File: config.mk
export PLATFORM = sky130hd
export DESIGN_NAME = kftvga_vram_arbiter_flat
export DESIGN_NICKNAME = d
export VERILOG_FILES = /design/src/rtl/kftvga_pkg.sv /design/src/rtl/kftvga_vram_arbiter_if.sv /design/src/rtl/kftvga_vram_arbiter.sv /design/src/flat_wrapper.sv
export SDC_FILE = /design/constraint.sdc
export NUM_CORES = 1
export LEC_CHECK = 0
export CAP_MARGIN = 25
export CELL_PAD_IN_SITES_DETAIL_PLACEMENT = 0
export CELL_PAD_IN_SITES_GLOBAL_PLACEMENT = 1
export CORE_ASPECT_RATIO = 1.1
export CORE_MARGIN = 2
export CORE_UTILIZATION = 30
export DETAILED_ROUTE_END_ITERATION = 7
export PLACE_DENSITY = 0.67
export SLEW_MARGIN = 20
export SYNTH_ARGS = -nofsm -noshare
export SYNTH_HDL_FRONTEND = slang
export SYNTH_SLANG_ARGS = --single-unit
File: constraint.sdc
create_clock -name clock -period 3.3 [get_ports clock]
set_clock_uncertainty 0.1 [all_clocks]
set_input_delay 0.495 -clock clock [delete_from_list [all_inputs] [get_ports clock]]
set_output_delay 0.495 -clock clock [all_outputs]
set_load 0.005 [all_outputs]
File: src/rtl/kftvga_pkg.sv
// kftvga_pkg: shared VRAM arbiter FSM state type and default VRAM size
package kftvga_pkg;
  localparam int VRAM_SIZE_DEFAULT = 9600;
  typedef enum logic [2:0] {
    IDLE, V_LO, V_HI, V_CAP, CPU_RD, CPU_CAP, CPU_WR, CPU_DONE
  } state_t;
endpackage

File: src/rtl/kftvga_vram_arbiter_if.sv
// kftvga_vram_arbiter_if: CPU request/response, video fetch and external RAM signals; slave = arbiter side, master = CPU/video/RAM side
interface kftvga_vram_arbiter_if;
  logic [13:0] cpu_address;
  logic        cpu_read;
  logic        cpu_write;
  logic [7:0]  cpu_data_in;
  logic [7:0]  cpu_data_out;
  logic        cpu_ready;
  logic        video_request;
  logic [12:0] video_address;
  logic [15:0] video_data_out;
  logic        video_data_valid;
  logic        video_overrun;
  logic [13:0] ram_address;
  logic        ram_write;
  logic [7:0]  ram_data_out;
  logic [7:0]  ram_data_in;
  modport slave (
    input  cpu_address, cpu_read, cpu_write, cpu_data_in, video_request, video_address, ram_data_in,
    output cpu_data_out, cpu_ready, video_data_out, video_data_valid, video_overrun,
    output ram_address, ram_write, ram_data_out
  );
  modport master (
    output cpu_address, cpu_read, cpu_write, cpu_data_in, video_request, video_address, ram_data_in,
    input  cpu_data_out, cpu_ready, video_data_out, video_data_valid, video_overrun,
    input  ram_address, ram_write, ram_data_out
  );
endinterface

File: src/rtl/kftvga_vram_arbiter.sv
// kftvga_vram_arbiter: shares one single-port VRAM between CPU byte accesses and two-byte video cell fetches (video has priority); ports clock, reset, bus (slave)
module kftvga_vram_arbiter
  import kftvga_pkg::*;
#(
  parameter int VRAM_SIZE = VRAM_SIZE_DEFAULT
) (
  input  logic clock,
  input  logic reset,
  kftvga_vram_arbiter_if.slave bus
);
  state_t      state_q, state_d;
  logic        pend;
  logic [12:0] pa, fa;
  logic [13:0] ca;
  logic [7:0]  cd, lo;
  logic        video_go, cpu_go, in_range;
  assign video_go = state_q == IDLE && (pend || bus.video_request);
  assign cpu_go   = state_q == IDLE && !video_go && (bus.cpu_read || bus.cpu_write);
  assign in_range = {18'd0, ca} < 32'(VRAM_SIZE);
  always_ff @(posedge clock or posedge reset) begin
    if (reset) begin
      state_q              <= IDLE;
      pend                 <= 1'b0;
      pa                   <= '0;
      fa                   <= '0;
      ca                   <= '0;
      cd                   <= '0;
      lo                   <= '0;
      bus.cpu_data_out     <= '0;
      bus.video_data_out   <= '0;
      bus.video_data_valid <= 1'b0;
      bus.video_overrun    <= 1'b0;
    end else begin
      state_q              <= state_d;
      bus.video_data_valid <= state_q == V_CAP;
      if (video_go) begin
        pend <= 1'b0;
        fa   <= bus.video_request ? bus.video_address : pa;
      end else if (bus.video_request) begin
        pend <= 1'b1;
        pa   <= bus.video_address;
      end
      if (bus.video_request && pend) bus.video_overrun <= 1'b1;
      if (cpu_go) begin
        ca <= bus.cpu_address;
        cd <= bus.cpu_data_in;
      end
      if (state_q == V_HI) lo <= bus.ram_data_in;
      if (state_q == V_CAP) bus.video_data_out <= {bus.ram_data_in, lo};
      if (state_q == CPU_CAP) bus.cpu_data_out <= in_range ? bus.ram_data_in : 8'h00;
    end
  end
  always_comb begin
    state_d          = state_q;
    bus.ram_address  = '0;
    bus.ram_write    = 1'b0;
    bus.ram_data_out = '0;
    bus.cpu_ready    = 1'b0;
    case (state_q)
      IDLE:     state_d = video_go ? V_LO : bus.cpu_write ? CPU_WR : bus.cpu_read ? CPU_RD : IDLE;
      V_LO: begin
        bus.ram_address = {fa, 1'b0};
        state_d         = V_HI;
      end
      V_HI: begin
        bus.ram_address = {fa, 1'b1};
        state_d         = V_CAP;
      end
      V_CAP:    state_d = IDLE;
      CPU_RD: begin
        bus.ram_address = ca;
        state_d         = CPU_CAP;
      end
      CPU_CAP: begin
        bus.ram_address = ca;
        state_d         = CPU_DONE;
      end
      CPU_WR: begin
        bus.ram_address  = ca;
        bus.ram_write    = in_range;
        bus.ram_data_out = cd;
        state_d          = CPU_DONE;
      end
      CPU_DONE: begin
        bus.cpu_ready = 1'b1;
        state_d       = IDLE;
      end
      default:  state_d = IDLE;
    endcase
  end
endmodule

File: src/flat_wrapper.sv
// flat-port wrapper written by rule: the top's interface ports become plain ports
module kftvga_vram_arbiter_flat import kftvga_pkg::*;
#(
  parameter int VRAM_SIZE = VRAM_SIZE_DEFAULT
)
  (clock, reset, bus_cpu_address, bus_cpu_read, bus_cpu_write, bus_cpu_data_in, bus_video_request, bus_video_address, bus_ram_data_in, bus_cpu_data_out, bus_cpu_ready, bus_video_data_out, bus_video_data_valid, bus_video_overrun, bus_ram_address, bus_ram_write, bus_ram_data_out);
  kftvga_vram_arbiter_if bus_i ();
  input  logic clock;
  input  logic reset;
  input wire logic [$bits(bus_i.cpu_address)-1:0] bus_cpu_address;
  input wire logic [$bits(bus_i.cpu_read)-1:0] bus_cpu_read;
  input wire logic [$bits(bus_i.cpu_write)-1:0] bus_cpu_write;
  input wire logic [$bits(bus_i.cpu_data_in)-1:0] bus_cpu_data_in;
  input wire logic [$bits(bus_i.video_request)-1:0] bus_video_request;
  input wire logic [$bits(bus_i.video_address)-1:0] bus_video_address;
  input wire logic [$bits(bus_i.ram_data_in)-1:0] bus_ram_data_in;
  output wire logic [$bits(bus_i.cpu_data_out)-1:0] bus_cpu_data_out;
  output wire logic [$bits(bus_i.cpu_ready)-1:0] bus_cpu_ready;
  output wire logic [$bits(bus_i.video_data_out)-1:0] bus_video_data_out;
  output wire logic [$bits(bus_i.video_data_valid)-1:0] bus_video_data_valid;
  output wire logic [$bits(bus_i.video_overrun)-1:0] bus_video_overrun;
  output wire logic [$bits(bus_i.ram_address)-1:0] bus_ram_address;
  output wire logic [$bits(bus_i.ram_write)-1:0] bus_ram_write;
  output wire logic [$bits(bus_i.ram_data_out)-1:0] bus_ram_data_out;
  assign bus_i.cpu_address = bus_cpu_address;
  assign bus_i.cpu_read = bus_cpu_read;
  assign bus_i.cpu_write = bus_cpu_write;
  assign bus_i.cpu_data_in = bus_cpu_data_in;
  assign bus_i.video_request = bus_video_request;
  assign bus_i.video_address = bus_video_address;
  assign bus_i.ram_data_in = bus_ram_data_in;
  assign bus_cpu_data_out = bus_i.cpu_data_out;
  assign bus_cpu_ready = bus_i.cpu_ready;
  assign bus_video_data_out = bus_i.video_data_out;
  assign bus_video_data_valid = bus_i.video_data_valid;
  assign bus_video_overrun = bus_i.video_overrun;
  assign bus_ram_address = bus_i.ram_address;
  assign bus_ram_write = bus_i.ram_write;
  assign bus_ram_data_out = bus_i.ram_data_out;
  kftvga_vram_arbiter #(.VRAM_SIZE(VRAM_SIZE)) u_core (.clock(clock), .reset(reset), .bus(bus_i));
endmodule
* Word level (Yosys, flattened, before mapping)
Index checks and enable logic that the tools add are counted.
** Operators by class
- Divide/modulo/power cells :: 0
- Reduce and logical (&&, ||, !) cells :: 12
- Shifts and indexed selects :: 0
- Bitwise logic cells :: 0
- Add/subtract/negate cells :: 0
- Equality and inequality tests :: 7
- Multiplexer cells :: 12
- Multipliers :: 0
- $lt $le $gt $ge :: 1
** Operators by type and width (number)
- 14-bit one-hot mux with 3 select lines :: 1
- 3-bit one-hot mux with 6 select lines :: 1
- 8-bit two-way mux :: 2
- 14-bit < comparator (second input constant) :: 1
- 13-bit two-way mux :: 1
- 3-bit equality test (second input constant) :: 4
- 3-bit two-way mux :: 3
- 3-bit by 2-bit equality test with 1-bit output (second input constant) :: 2
- 1-bit logical AND :: 4
- 1-bit two-way mux :: 4
- 2-bit OR reduction :: 2
- 3-bit by 1-bit equality test with 1-bit output (second input constant) :: 1
- 3-bit zero test :: 1
- 3-bit OR reduction :: 1
- 1-bit logical OR :: 2
- 2-bit nonzero test :: 1
- 1-bit zero test :: 1
** Storage, ports and cells
- Output and inout port bits :: 50
- Input port bits :: 48
- RAM bits :: 0
- Bits in latches :: 0
- Bits in read-only memories :: 0
- Flip-flop bits (word level) :: 86
- Memories :: 0

* Depth between registers and ports, before layout
- Depth in word-level cells :: 5
- Gate-level depth with buffers :: 6
- Depth with buffers taken out :: 3

* Least setup slack after synthesis
No wires, ideal clock.
- Path type :: register -> register
- Start :: reg u_core.state_q[0]
- End :: reg u_core.ca[10]
- Cell stages (with the launch flop) :: 7
- Data required time :: 3.075 ns
- Setup slack :: 1.233 ns
- Setup time :: 0.125 ns
- Data arrival time :: 1.842 ns
- Buffers on the path :: 3
- Clock period less this slack :: 2.067 ns
- Path through :: dfrtp_1 buf_6 or3_1 buf_6 nor4_4 buf_6 mux2_2
** On the way
- Word-level cells in the longest chain between the ends :: 5
** RTL lines
- from (decl) :: RTL line kftvga_vram_arbiter.sv:11 : state_t state_q, state_d;
- from (signal assigned) :: RTL line kftvga_vram_arbiter.sv:34 : state_q <= state_d;
- 3-bit zero test * :: RTL line kftvga_vram_arbiter.sv:17, kftvga_vram_arbiter.sv:18
- 1-bit logical AND :: RTL line kftvga_vram_arbiter.sv:17 : assign video_go = state_q == IDLE && (pend || bus.video_request);
- 1-bit zero test :: RTL line kftvga_vram_arbiter.sv:18 : assign cpu_go = state_q == IDLE && !video_go && (bus.cpu_read || bus.cpu_write);
- 1-bit logical AND * (2 in a row) :: RTL line kftvga_vram_arbiter.sv:18
- to (signal assigned) :: RTL line kftvga_vram_arbiter.sv:45 : ca <= bus.cpu_address;
- to (decl) :: RTL line kftvga_vram_arbiter.sv:14 : logic [13:0] ca;
Mark *: on every way between the ends. The rest lies on a longest branch, timed or not.
A chain may end at the register's enable or synchronous reset.

* Worst setup path in the final report
- Start :: reg u_core.state_q[2]
- End :: out bus_ram_address[0]
** On the way
- Word-level cells in the longest chain between the ends :: 3
- Elaborated cells on any way between the ends :: 7
- Those cells by class :: eq/ne (5); mux (1); reduce/logical (1)
** RTL lines
- 3-bit equality test :: RTL line kftvga_vram_arbiter.sv:59 : case (state_q)
- 3-bit OR reduction (no line)
- 14-bit one-hot mux with 3 select lines * :: RTL line kftvga_vram_arbiter.sv:59
- to (decl) :: RTL line flat_wrapper.sv:22 : output wire logic [$bits(bus_i.ram_address)-1:0] bus_ram_address;
Marked as above.

==> impl_metrics.json <==
{
  "setup_viol": 0,
  "post_synth_num_cell_types": 29,
  "clockBufferDepth": 2,
  "max_stage_delay_ns": 0.64,
  "start_util_pct": 31.0,
  "first_pass_iters": 4,
  "max_freq_ghz": 0.368,
  "synth_warnings": 0,
  "fp.dieH_um": 121,
  "fin_crit_sh_pct": 82.3,
  "nets": 445,
  "rsz0062_at_grt": "false",
  "remaining_drc_errors": 0,
  "cts-root-buf": "clkbuf_16",
  "fin_setup_tns_ns": 0,
  "dpl.cell_count": 540,
  "htreeDepth": 3,
  "placementRows": 42,
  "avgViaCountPerCell": 4.62,
  "port-buffer-count": 97,
  "cts_resized": 0,
  "powerDensity_nw_per_um2": 937,
  "ios": 98,
  "area_delta_synth_final_pct": 38.4,
  "ir_worst_vdd_uv": 322,
  "first_iter_violations": 80,
  "layout_commonest_cell": "clkdlybuf4s50_1",
  "die_area_um2": 13400,
  "postLayoutCellArea_um2": 5200,
  "cp.required_ns": 2.70,
  "place_worst_setup_slack_ns": 0.766,
  "max_cap_viol_count": 0,
  "worst_slack_ns": 0.584,
  "worstSetupEndpointType": "output port",
  "layoutNonFillerInstCount": 556,
  "finalHoldViolCount": 0,
  "slew_viol_final": 0,
  "postCtsSetupBuffers": 0,
  "seq_area_frac_synth_pct": 57.3,
  "critPathKind": "reg -> out",
  "grt_pass1_vias": 2640,
  "grt_first_pass_wirelength_um": 13400,
  "hpwl_um": 6030,
  "drive_above_1_share_pct": 19.7,
  "cts_tree": "built",
  "syn_area_um2": 3760,
  "postCtsHoldBufs": 0,
  "numCtsBuffers": 9,
  "path_clk_slew_ns": 0.06,
  "slew_headroom_pct": 46.5,
  "ant_nets": 0,
  "ys_ff_latch": 86,
  "die_w_um": 111,
  "status": "completed",
  "clock_sink_count": 86,
  "track_usage_pct": 12.7,
  "diodes": 0,
  "tightest_slew_ns": 0.803,
  "r2r_start": "u_core.state_q[2]",
  "place_area_um2": 4850,
  "period_needed_ns": 2.72,
  "synthCells": 306,
  "min-delay-start": "u_core.bus.video_overrun",
  "worstPathMaxFanout": 19,
  "clk_latency_ns": 0.33,
  "fin_total_pwr_w": 0.00488,
  "syn-num-nets": 354,
  "wl_um": 8280,
  "vias": 2569,
  "startpoint": "u_core.state_q[2]",
  "crit_arrival_ns": 2.12,
  "crit_path_start_kind": "flip-flop",
  "final_cell_mix": "clkdlybuf4s50_1 (97), dfrtp_1 (86), mux2_2 (56)",
  "crit_slowest_cell": "dfrtp_1",
  "grt_overflow": 0,
  "p_leak_nw": 2.19,
  "coreArea_um2": 12100,
  "syn_avg_cell_area_um2": 12.3,
  "gp_congestion": 0.734,
  "crit_chain": "buf_4 -> o21ai_0 -> a21oi_1 -> clkdlybuf4s50_1",
  "antenna_found_initial": 0,
  "hp-class": "reg -> reg",
  "wl_per_cell_um": 14.9,
  "grt_max_degree": 47
}
-- per-stage QoR --
stage / hold slack, ns / utilization (%)
finish: 0.370 / 42.9
floorplan: 0.351 / -
detailed placement: 0.345 / 40.0
global route: 0.383 / 42.9
global placement: 0.355 / 40.0
CTS: 0.373 / 42.9
-- cells in the mapped netlist --
master | instances | area [µm²]
o31ai_1 | 8 | 60.1
dfrtp_1 | 86 | 2150
and3b_1 | 1 | 8.76
a21o_1 | 2 | 15.0
or2_1 | 1 | 6.26
o2bb2ai_1 | 1 | 8.76
nand2b_1 | 1 | 6.26
o21ai_1 | 1 | 5.00
mux2i_1 | 13 | 130
buf_2 | 3 | 15.0
nor3b_2 | 1 | 12.5
nand2_1 | 26 | 97.6
and2_0 | 1 | 6.26
mux2_1 | 3 | 33.8
or2_2 | 1 | 6.26
nor4_4 | 1 | 21.3
a21oi_1 | 15 | 75.1
inv_1 | 11 | 41.3
nor2b_1 | 1 | 6.26
or3_1 | 1 | 6.26
and3_1 | 1 | 6.26
mux2_2 | 56 | 631
o21a_1 | 1 | 7.51
buf_6 | 4 | 45.0
and2_1 | 8 | 50.1
nand3b_1 | 14 | 105
nor2_1 | 2 | 7.51
o21ai_0 | 28 | 140
clkbuf_1 | 14 | 52.6
-- worst paths after layout --
| path | slack, ns | endpoint | cells past startpoint |
|---|---|---|---|
| setup / recovery | 0.58 | bus_ram_address[0] | 4 |
| hold / removal | 0.37 | u_core.bus.video_overrun | 1 |
| setup reg to reg | 0.83 | u_core.ca[5] | 4 |
| hold reg to reg | 0.37 | u_core.bus.video_overrun | 1 |
| max in group asynchronous | 1.92 | u_core.ca[2] | 3 |
| min in group asynchronous | 0.48 | u_core.bus.video_data_out[14] | 2 |
-- cell type report --
type,count,area [µm²]
Clock buffer,11,243
Clock inverter,5,106
Fill cell,1196,6940
Inverter,11,42.5
Multi-Input combinational cell,188,1450
Sequential cell,86,2150
Tap cell,154,193
Timing Repair Buffer,101,1010
-- worst max-delay path: cells and delay by family, from the launching register on --
| kind | cells | cell delay (ns) |
|---|---|---|
| AO/OA/AOI/OAI | 2 | 0.33 |
| flip-flops | 1 | 0.64 |
| buffers and inverters | 2 | 0.82 |
-- per-layer routing --
| layer | global-route usage (%) | vias to the layer above | wire [µm] |
|---|---|---|---|
| li1 | - | 1248 | - |
| met1 | 17.8 | 1236 | 4010 |
| met2 | 19.2 | 74 | 3760 |
| met3 | 2.65 | 11 | 362 |
| met4 | 5.31 | 0 | 152 |
| met5 | 0 | - | 0 |
-- where the power goes --
part | internal (W) | total (W) | switching [W]
logic | 0.00111 | 0.00184 | 0.000731
clock network | 0.000762 | 0.00118 | 0.000414
registers | 0.00156 | 0.00186 | 0.000296
total | 0.00344 | 0.00488 | 0.00144
-- state kept, by name (all words and copies together), names as in the netlist --
| register | cells |
|---|---|
| u_core.bus.cpu_data_out | 8 |
| u_core.bus.video_data_valid | 1 |
| u_core.state_q | 3 |
| u_core.bus.video_overrun | 1 |
| u_core.bus.video_data_out | 16 |
| u_core.fa | 13 |
| u_core.pend | 1 |
| u_core.ca | 14 |
| u_core.lo | 8 |
| u_core.cd | 8 |
| u_core.pa | 13 |
-- kinds of logic (layout without fill, tap and decap cells) --
family	count (synthesis)	in the layout	synth area share, %
flip-flops	86	86	57.3
multiplexers	72	72	21.1
buffers and inverters	32	128	4.09
AO/OA/AOI/OAI	56	56	8.29
AND/OR/NAND/NOR	60	60	9.22
Power figures use the tool's default switching activity.
